==> src/rtl/updown_counter_param.sv <==
// updown_counter_param: parameterised up/down counter with synchronous
// clear, saturating parallel load, combinational terminal-count and zero
// flags, and a registered one-cycle overflow pulse.
//
// Build option: define UDC_SAT_EN to make the counter saturate at its
// bounds instead of wrapping. In saturating mode the overflow pulse marks
// each blocked step rather than a wrap.
//
// The counter runs modulo (MAX+1). Bound detection compares against MAX
// and zero explicitly, so it never relies on the register rolling over.
module updown_counter_param #(
  parameter int               WIDTH = 8,
  parameter logic [WIDTH-1:0] MAX   = {WIDTH{1'b1}}
) (
  input  logic             clk,
  input  logic             rst,
  input  logic             en,
  input  logic             mode,
  input  logic             clr,
  input  logic             load,
  input  logic [WIDTH-1:0] din,
  output logic [WIDTH-1:0] count,
  output logic             tc,
  output logic             ovf,
  output logic             zero
);

  localparam logic [WIDTH-1:0] ZERO = '0;
  localparam logic [WIDTH-1:0] ONE  = {{(WIDTH-1){1'b0}}, 1'b1};

  logic [WIDTH-1:0] countQ, countD;
  logic             ovfQ, ovfD;
  logic             atMax, atZero;

  assign atMax  = (countQ >= MAX);
  assign atZero = (countQ == ZERO);

  // Next-state selection with priority clear > load > count step.
  // The overflow pulse is raised only by a step that hits a bound.
  always_comb begin
    countD = countQ;
    ovfD   = 1'b0;
    if (clr) begin
      countD = ZERO;
    end else if (load) begin
      countD = (din > MAX) ? MAX : din;
    end else if (en) begin
      if (!mode) begin
        if (atMax) begin
`ifdef UDC_SAT_EN
          countD = MAX;
`else
          countD = ZERO;
`endif
          ovfD   = 1'b1;
        end else begin
          countD = countQ + ONE;
        end
      end else begin
        if (atZero) begin
`ifdef UDC_SAT_EN
          countD = ZERO;
`else
          countD = MAX;
`endif
          ovfD   = 1'b1;
        end else begin
          countD = countQ - ONE;
        end
      end
    end
  end

  // State register; reset clears the count and any pending overflow pulse.
  always_ff @(posedge clk or posedge rst) begin
    if (rst) begin
      countQ <= ZERO;
      ovfQ   <= 1'b0;
    end else begin
      countQ <= countD;
      ovfQ   <= ovfD;
    end
  end

  // Terminal count looks at the bound in the currently selected direction.
  assign tc    = en & (mode ? atZero : atMax);
  assign zero  = atZero;
  assign count = countQ;
  assign ovf   = ovfQ;

endmodule
==> config.mk <==
export PLATFORM = sky130hd
export DESIGN_NAME = updown_counter_param
export DESIGN_NICKNAME = d
export VERILOG_FILES = /design/src/rtl/updown_counter_param.sv
export SDC_FILE = /design/constraint.sdc
export NUM_CORES = 1
export LEC_CHECK = 0
export BUFFER_PORTS_ARGS = -buffer_cell sky130_fd_sc_hd__buf_2
export CAP_MARGIN = 10
export CORE_MARGIN = 1
export CORE_UTILIZATION = 51
export DETAILED_ROUTE_END_ITERATION = 6
export PLACE_DENSITY = 0.84
export SYNTH_ARGS = -nofsm -noshare
export SYNTH_HDL_FRONTEND = slang
export SYNTH_SLANG_ARGS = --single-unit
export TNS_END_PERCENT = 10
==> constraint.sdc <==
create_clock -name clk -period 2.2 [get_ports clk]
set_clock_uncertainty 0.1 [all_clocks]
set_input_delay 0.33 -clock clk [delete_from_list [all_inputs] [get_ports clk]]
set_output_delay 0.33 -clock clk [all_outputs]
set_load 0.02 [all_outputs]
Yosys cells after proc, flatten, opt, wreduce, memory -nomap -nowiden
Cells that the tools add are included.
- output and inout port bits: 11
- word-level logic and storage cells: 23
- input bits: 14
- register bits after elaboration: 9
- order comparisons: 2
- muxes and demuxes: 14
- add/subtract/negate cells: 2
- bitwise operators: 1
- reduce and logical (&&, ||, !) cells: 2
- operator list (kind ; number):
    8-bit 2-to-1 mux ; 7
    8-bit by 1-bit adder with 8-bit output, second input constant ; 1
    8-bit >= comparator, second input constant ; 1
    8-bit greater-than comparator, second input constant ; 1
    8-bit logical NOT ; 1
    8-bit by 1-bit subtractor with 8-bit output, second input constant ; 1
    1-bit 2-to-1 mux ; 7
    3-bit nonzero test ; 1
    1-bit bitwise AND ; 1

Longest topological paths before layout
Gate-level depths: netlist of run 1.
- depth in word-level cells: 6
- depth in mapped cells: 7
- depth with buffers taken out: 6

Worst setup path after synthesis of run 1
Ideal clock, no wire load.
- path kind: reg-to-output
- start: reg countQ[0], in the netlist count[0]
- end: out tc
- required time: 1770 ps
- buffers on the path: 1
- data arrival time: 2228 ps
- stages on the path, launching flop included: 8
- setup slack: -458 ps
- cells stage by stage: dfrtp_1 -> clkbuf_1 -> inv_1 -> ha_1 -> or3b_2 -> nor2_1 -> a21oi_1 -> nor2b_1
- cells in the longest elaborated chain, start to end: 3
- elaborated cells between the ends (all ways): 4
- those cells by class: order compare (1); mux (1); bitwise (1); reduce/logical (1)
- ends and longest elaborated chain (item ; RTL line ; source):
    start: declaration ; 31 ; logic [WIDTH-1:0] countQ, countD;
    start signal: assignment ; 80 ; countQ <= countD;
    8-bit logical NOT ; 36 ; assign atZero = (countQ == ZERO);
    net zero ; 25 ; output logic zero
    1-bit 2-to-1 mux ; 86 ; assign tc = en & (mode ? atZero : atMax);
    1-bit bitwise AND ; 86 ;
    end: declaration ; 23 ; output logic tc,
The timed path passes the listed nets, and every way through them passes these cells.

Worst setup path in the final report of run 1
- start: reg countQ[0], in the netlist count[0]
- end: out tc
- cells in the longest elaborated chain, start to end: 3
- elaborated cells between the ends (all ways): 4
- those cells by class: order compare (1); mux (1); bitwise (1); reduce/logical (1)
- ends and longest elaborated chain (item ; RTL line):
    8-bit >= comparator / 8-bit logical NOT (equally long branches) ; 35, 36
    1-bit 2-to-1 mux (*) ; 86
    1-bit bitwise AND (*) ; 86
Mark *: on every way between the ends. The rest lies on a longest branch, timed or not.

==> results of run 1 <==
## cell type report
class / instances / area share (%)
inverters: 6 / 1.87
clock buffers: 4 / 2.18
well taps: 24 / 2.49
repair buffers: 38 / 19.6
multi-input cells: 92 / 55.0
flip-flops and latches: 9 / 18.9
## worst min path at each step
stage            from  endpoint  slack, ns  cells after the start
6_report       din[1]  count[1]       0.19                      3
2_1_floorplan     rst  count[2]       0.06                      1
3_5_place_dp      rst  count[2]       0.24                      2
5_1_grt        din[1]  count[1]       0.24                      3
4_1_cts        din[1]  count[1]       0.19                      3
3_3_place_gp      rst  count[2]       0.23                      2
## metrics by stage
| stage | std cells | power [mW] | setup TNS, ns | util, % | hold slack (ns) |
|---|---|---|---|---|---|
| after floorplan | 119 | 0.376 | 0 | - | 0.0578 |
| after detailed placement | 160 | 0.430 | 0 | 67.0 | 0.241 |
| after global placement | 160 | 0.425 | 0 | 67.0 | 0.226 |
| after global routing | 173 | 0.650 | -0.132 | 75.7 | 0.244 |
| after CTS | 170 | 0.587 | 0 | 72.4 | 0.193 |
| final | 173 | 0.617 | -0.0456 | 75.7 | 0.193 |
## cells in the final DEF (no fill, tap or decap), types with 3 or more instances in the layout
| cell | netlist | layout |
|---|---|---|
| a21oi_1 | 12 | 11 |
| buf_2 | 5 | 22 |
| buf_4 | 1 | 14 |
| clkbuf_4 | 0 | 3 |
| dfrtp_1 | 9 | 7 |
| inv_1 | 6 | 4 |
| nand2_1 | 6 | 6 |
| nand3_1 | 5 | 5 |
| nor2_1 | 11 | 10 |
| nor3_1 | 5 | 5 |
| nor3b_1 | 5 | 5 |
| o21ai_0 | 4 | 4 |
| xnor2_1 | 4 | 4 |
## metal layers
layer  global-route usage (%)  share of wire, %  vias up
li1                         -                 -      494
met1                     40.4                41      500
met2                     53.2                47       77
met3                     7.35               7.4       22
met4                     13.3               4.7        0
met5                        0                 0        -
## where the power goes
group	internal [mW]	leakage [nW]	switching (mW)	total (mW)
clock network	0.0703	0.0150	0.0711	0.141
registers	0.178	0.116	0.0221	0.200
logic	0.120	0.398	0.155	0.276
## kinds of logic (layout without fill, tap and decap cells)
logic type | after synthesis | count (layout) | synth area share (%)
muxes | 1 | 1 | 1.09
adders and majority gates | 3 | 3 | 4.09
DFF | 9 | 9 | 24.5
buffers and inverters | 18 | 48 | 9.26
AOI/OAI and AO/OA | 36 | 36 | 27.5
xor gates and xnor gates | 6 | 6 | 5.72
and+or+nand+nor | 46 | 46 | 27.8
## state kept, by name (all words and copies together) (netlist names)
signal	count
count	8
ovf	1
## worst min-delay path: stages
cell	delay, ns
buf_2	0.08
a21oi_1	0.05
nor2_1	0.07
## timing repair
action,4_1_cts,5_1_grt
hold buffers,1,0
pin swaps,2,2
gates resized for setup,5,5
buffers inserted,5,3
endpoints found under the hold margin,9,0
cloned,0,0
setup endpoints to repair,2,1
==> flow_summary.json, run 1 <==
{
  "status": "complete, but fails checks",
  "violations": "setup timing",
  "synth-edff-count": 0,
  "syn_avg_cell_area_sq_um": 7.72,
  "die_y_microns": 44.4,
  "ant_nets": 0,
  "critical_path_buf_inv_count": 2,
  "slowest_delay_ns": 0.44,
  "antenna_found_initial": 0,
  "cts_sinks": 9,
  "worst-path-stages": 7,
  "viasPerCell": 6.32,
  "r2r-start": "count[0]",
  "h-tree-depth": 1,
  "rsz0062_at_grt": "yes",
  "path_class": "flop to output port",
  "grt_pass1_vias": 961,
  "synth-seq-cells": 9,
  "path_clk_slew_ns": 0.08,
  "numCtsBuffers": 3,
  "path_cells": "inv_2, ha_4, or3b_4, nor2_4, a21oi_4, nor2b_4, buf_6",
  "numPortBuffers": 24,
  "finalHoldViolations": 0,
  "reg2reg_slack_ns": 0.23,
  "startpoint_type": "flop",
  "fmax_ghz": 0.445,
  "netlist_instances": 119,
  "dp_hpwl_mm": 1.72,
  "drv_cap": 0,
  "ctsLongestPathBuffers": 2,
  "critPathArrivalTime_ns": 1.82,
  "async_reset_ff_share_pct": 100,
  "fin_nets": 167,
  "clkLatencyLatePin_ns": 0.27,
  "ios": 25,
  "fin_crit_ns": 2.25,
  "wl_mm": 2.97,
  "netlist_area_sq_um": 918,
  "core_area_sq_um": 1590,
  "track_usage_pct": 32.2,
  "syn-num-nets": 136,
  "layout-drive-gt1-share_pct": 39.6,
  "drtIter0Drc": 44,
  "yosys.area.top_type": "dfrtp_1",
  "synth_top_area_share_pct": 24.5,
  "n_antenna_cell": 0,
  "endpoint": "tc",
  "vias": 1093,
  "finish.instance_area_sq_um": 1210,
  "final-seq-area_sq_um": 228,
  "worstPathRequired_ns": 1.77,
  "synthTopCellsByArea": "dfrtp_1 (25%), a21oi_1 (6.5%), nor2_1 (4.5%), ha_1 (4.1%), nor3b_1 (4.1%)",
  "fillers": 119,
  "seq_area_frac_synth_pct": 24.5,
  "rr_worst_depth": 7,
  "dieArea_sq_um": 1970,
  "drc_errors": 0,
  "finalSetupViolCount": 1,
  "worstPathMaxFanout": 3,
  "synth_flop_cell": "dfrtp_1",
  "start_util_pct": 57.6,
  "relSlewSlack_pct": 62.6,
  "ys_types": 42,
  "hold_path_class": "input port to flop",
  "multi_input_area_sq_um": 664,
  "timing.final.crit_share_pct": 102,
  "tritoncts": "yes",
  "dieWidth_microns": 44.4,
  "routabilityCongestion": 0.971,
  "row_count": 14,
  "area_delta_synth_final_pct": 31.5,
  "ys_top_cells_by_count": "a21oi_1 (12), nor2_1 (11), dfrtp_1 (9)",
  "crit_slowest_cell": "dfrtp_2",
  "dp_slack_ns": 0.125,
  "peakVddDrop_mv": 0.315,
  "grt_pass1_wl_mm": 4.60,
  "ys_warn_count": 0,
  "grt_max_degree": 18,
  "tightest_slew_ns": 0.557,
  "power_density_nw_per_um2": 511,
  "wl_per_cell_microns": 17.2,
  "regToRegEndpoint": "count[3]",
  "overflow": 0,
  "slew_viol_final": 0,
  "setup_slack_ns": -0.0456,
  "crit_family": "simple AND/OR/NAND/NOR gates",
  "placed_area_sq_um": 1070,
  "p_leak_nw": 0.529,
  "worstSetupStartpoint": "count[0]",
  "yosysMostFrequentCell": "a21oi_1",
  "root_buffer": "clkbuf_4",
  "end_kind": "output port",
  "dr.pass1.iters": 4
}
Note: power is estimated with default switching activity, not from simulation.
==> inputs of run 2 (changes only) <==
RECOVER_POWER = 50   (was not set)
==> run 2 against run 1 <==
Compared with the run above: the flow still finishes with violations (setup timing); highest routed layer unchanged; first-iteration DRC count increased by 18%; via count increased by 2.0%; largest cell class unchanged; utilization decreased by 0.39 points; die area unchanged.
==> flow_summary.json, run 2 (synthesized netlist as in run 1, its figures left out) <==
{
  "status": "complete, but fails checks",
  "violations": "setup timing",
  "drv_cap": 0,
  "peakVddDrop_mv": 0.316,
  "end_kind": "output port",
  "cts_sinks": 9,
  "grt_max_degree": 18,
  "whs_path_depth": 3,
  "setup_slack_ns": -0.0415,
  "antenna_found_initial": 0,
  "fin_nets": 167,
  "slew_viol_final": 0,
  "dieArea_sq_um": 1970,
  "dp_hpwl_mm": 1.72,
  "ctsLongestPathBuffers": 2,
  "rsz0062_at_grt": "yes",
  "h-tree-depth": 1,
  "row_count": 14,
  "relSlewSlack_pct": 62.6,
  "routabilityCongestion": 0.971,
  "wl_mm": 3.01,
  "clkLatencyLatePin_ns": 0.27,
  "root_buffer": "clkbuf_4",
  "hold_path_class": "input port to flop",
  "fmax_ghz": 0.446,
  "startpoint_type": "flop",
  "dr.pass1.iters": 4,
  "die_y_microns": 44.4,
  "timing.final.crit_share_pct": 102,
  "worstPathRequired_ns": 1.77,
  "finalSetupViolCount": 1,
  "rr_worst_depth": 7,
  "dieWidth_microns": 44.4,
  "finish.instance_area_sq_um": 1200,
  "power_density_nw_per_um2": 513,
  "path_class": "flop to output port",
  "whs_ns": 0.196,
  "largest_register_ffs": 8,
  "layout-drive-gt1-share_pct": 36.2,
  "path_cells": "inv_2, ha_4, or3b_4, nor2_4, a21oi_4, nor2b_4, buf_6",
  "critPathArrivalTime_ns": 1.81,
  "path_clk_slew_ns": 0.08,
  "worst-path-stages": 7,
  "n_antenna_cell": 0,
  "tightest_slew_ns": 0.557,
  "placed_area_sq_um": 1070,
  "fin_crit_ns": 2.24,
  "grt_pass1_vias": 961,
  "start_util_pct": 57.6,
  "p_leak_nw": 0.510,
  "tritoncts": "yes",
  "area_delta_synth_final_pct": 30.8,
  "vias": 1115,
  "ant_nets": 0,
  "ios": 25,
  "track_usage_pct": 32.2,
  "drtIter0Drc": 52,
  "crit_family": "simple AND/OR/NAND/NOR gates",
  "layout_common_cells": "buf_2 (17), buf_4 (14), a21oi_1 (11)",
  "numCtsBuffers": 3,
  "slowest_delay_ns": 0.44,
  "grt_pass1_wl_mm": 4.60,
  "core_area_sq_um": 1590,
  "crit_slowest_cell": "dfrtp_2",
  "viasPerCell": 6.45,
  "drc_errors": 0,
  "overflow": 0,
  "finalHoldViolations": 0,
  "critical_path_buf_inv_count": 2,
  "setup_tns_ns": -0.0415,
  "worstPathMaxFanout": 3,
  "wl_per_cell_microns": 17.4,
  "numPortBuffers": 24,
  "final_common_cell": "buf_2"
}
run 2: cell types whose count changed in the layout (fill, tap and decap cells not counted):
| cell | delta |
|---|---|
| buf_2 | -5 |
| clkbuf_1 | +5 |
run 2: worst paths after layout:
kind | startpoint | endpoint | slack [ns]
min in group asynchronous | rst | count[2] | 0.48
worst max register to register | count[0] | count[3] | 0.23
worst max-delay path | count[0] | tc | -0.04
worst min-delay path | din[1] | count[1] | 0.20
worst min register to register | count[0] | count[0] | 0.64
max in group asynchronous | rst | count[1] | 1.21
run 2: layout make-up:
cell class | instances | area (sq um)
Timing Repair Buffer | 38 | 230
Fill cell | 124 | 393
Clock buffer | 4 | 26.3
Inverter | 6 | 22.5
Sequential cell | 9 | 228
Multi-Input combinational cell | 92 | 664
Tap cell | 24 | 30.0
run 2: through the flow:
stage	power, mW	util (%)	setup WS [ns]	cells
detailed placement	0.430	67.0	0.125	160
global placement	0.425	67.0	0.167	160
global route	0.648	75.4	-0.0940	173
finish	0.616	75.4	-0.0415	173
floorplan	0.376	-	0.0354	119
CTS	0.587	72.4	0.0203	170
run 2: routing by layer:
layer | share of wire [%] | vias up | global-route usage [%]
met1 | 40 | 516 | 40.4
li1 | - | 492 | -
met4 | 4.5 | 0 | 13.3
met2 | 47 | 86 | 53.2
met3 | 8.5 | 21 | 7.35
met5 | 0 | - | 0
run 2: power by group:
part,internal (mW),switching (mW),total [mW]
clock network,0.0702,0.0711,0.141
logic,0.119,0.156,0.275
registers,0.178,0.0221,0.200
total,0.367,0.249,0.616
run 2: repair_timing:
| item | 4_1_cts | 5_1_grt |
|---|---|---|
| hold endpoints to repair | 9 | 0 |
| setup endpoints to repair | 2 | 1 |
| resized for setup | 5 | 5 |
| setup buffers | 5 | 3 |
| pin swaps | 2 | 2 |
| hold buffers | 1 | 0 |
run 2: worst reg2reg max path, stage by stage, from the launching register on:
cell and delay [ns]:
dfrtp_2 0.44, inv_2 0.10, ha_4 0.14, or3b_4 0.40, buf_4 0.17, o21ai_4 0.18, nor2_1 0.07, o32ai_1 0.25
==> inputs of run 3 (changes only) <==
clock period = 2.25 ns   (was 2.2 ns; I/O delays follow)
==> run 3 against run 2 <==
Compared with the run above: power shrank 3.6%; the flow now finishes without violations; clock power is 6% lower; combinational power decreased by 3%; global-route usage fell by 6.0 points; register-to-register slack improved by 0.03 ns; flip-flop and latch count stayed put; via count fell by 5.5%.
==> flow_summary.json, run 3 (synthesized netlist as in run 1, its figures left out) <==
{
  "status": "finished clean",
  "drtIter0Drc": 48,
  "worstSetupStartpoint": "count[0]",
  "die_y_microns": 44.4,
  "r2r-start": "count[0]",
  "numPortBuffers": 24,
  "largest_register_ffs": 8,
  "path_clk_slew_ns": 0.07,
  "rr_worst_depth": 7,
  "whs_ns": 0.203,
  "dieArea_sq_um": 1970,
  "routabilityCongestion": 0.953,
  "wl_mm": 2.78,
  "timing.final.crit_share_pct": 99.8,
  "startpoint_type": "flop",
  "drc_errors": 0,
  "dp_slack_ns": 0.167,
  "final_common_cell": "buf_2",
  "grt_pass1_wl_mm": 3.71,
  "relSlewSlack_pct": 67.1,
  "layout-drive-gt1-share_pct": 41.6,
  "reg2reg_slack_ns": 0.26,
  "finalHoldViolations": 0,
  "layout_common_cells": "buf_2 (22), buf_4 (13), a21oi_1 (11)",
  "peakVddDrop_mv": 0.416,
  "tritoncts": "yes",
  "area_delta_synth_final_pct": 30.8,
  "path_class": "flop to output port",
  "fin_util_pct": 75.4,
  "core_area_sq_um": 1590,
  "vias": 1054,
  "worstPathMaxFanout": 5,
  "ios": 25,
  "worstPathRequired_ns": 1.81,
  "h-tree-depth": 1,
  "critical_path_buf_inv_count": 2,
  "power_density_nw_per_um2": 495,
  "p_leak_nw": 0.518,
  "crit_slowest_cell": "dfrtp_2",
  "crit_family": "simple AND/OR/NAND/NOR gates",
  "fin_nets": 167,
  "regToRegEndpoint": "count[3]",
  "tightest_slew_ns": 0.489,
  "grt_max_degree": 17,
  "endpoint": "tc",
  "start_util_pct": 57.6,
  "grt_util_met1_pct": 33.4,
  "numCtsBuffers": 3,
  "grt_busiest_layer": "met2",
  "worst-path-stages": 7,
  "n_antenna_cell": 0,
  "wl_per_cell_microns": 16.1,
  "finish.instance_area_sq_um": 1200,
  "met3_usage_pct": 3.67,
  "end_kind": "output port",
  "slowest_delay_ns": 0.45,
  "dp_hpwl_mm": 1.80,
  "critPathArrivalTime_ns": 1.81,
  "fmax_ghz": 0.445,
  "ant_nets": 0,
  "drv_cap": 0,
  "row_count": 14,
  "grt_pass1_vias": 825,
  "grt_util_met2_pct": 45.0,
  "placed_area_sq_um": 1060,
  "slew_viol_final": 0,
  "antenna_found_initial": 0,
  "root_buffer": "clkbuf_4",
  "ctsLongestPathBuffers": 2,
  "cts_sinks": 9,
  "viasPerCell": 6.09,
  "hold_path_class": "input port to flop",
  "dieWidth_microns": 44.4,
  "fin_crit_ns": 2.25,
  "path_cells": "inv_2, ha_4, or3b_4, nor2_4, a21oi_2, nor2b_2, buf_6",
  "track_usage_pct": 26.3,
  "clkLatencyLatePin_ns": 0.28,
  "dr.pass1.iters": 4,
  "finalSetupViolCount": 0,
  "power_uw": 594,
  "overflow": 0,
  "setup_slack_ns": 0.00369
}
==> run 3: routing by layer <==
layer | up-vias | routed length [microns]
li1 | 493 | -
met1 | 480 | 1070
met2 | 73 | 1350
met3 | 8 | 278
met4 | 0 | 82
met5 | - | 0
==> run 3: worst min path at each step <==
stage | start | to | slack [ns] | cells past startpoint
final | din[1] | count[1] | 0.20 | 3
after CTS | din[1] | count[1] | 0.21 | 3
after detailed placement | rst | count[3] | 0.23 | 2
after global placement | rst | count[2] | 0.23 | 2
after floorplan | rst | count[1] | 0.07 | 1
after global routing | din[1] | count[1] | 0.22 | 3
==> run 3: stage by stage <==
step	TNS, ns	std cells
global route	-0.0532	173
detailed placement	0	161
finish	0	173
CTS	0	169
floorplan	0	119
global placement	0	161
==> run 3: worst min-delay path: cells and delay by family <==
kind	cells	cell delay, ns
AO/OA/AOI/OAI	1	0.06
buffers and inverters	1	0.08
AND/OR/NAND/NOR	1	0.07
==> run 3: repair_timing <==
item	4_1_cts	5_1_grt
hold buffers	1	0
pin swaps	0	2
hold endpoints to repair	9	0
gates resized for setup	4	9
buffers inserted	3	4
gates cloned	0	0
setup endpoints to repair	1	1
==> run 3: layout make-up <==
type	instances	area [sq um]
fillers	121	393
inverters	6	22.5
well taps	24	30.0
multi-input cells	92	659
clock inverters	1	5.00
clock buffers	3	22.5
flip-flops and latches	9	229
repair buffers	38	233
==> run 3: power breakdown <==
part	internal, mW	switching (mW)	leakage, nW
registers	0.174	0.0199	0.115
clock network	0.0659	0.0672	0.0177
logic	0.116	0.151	0.386
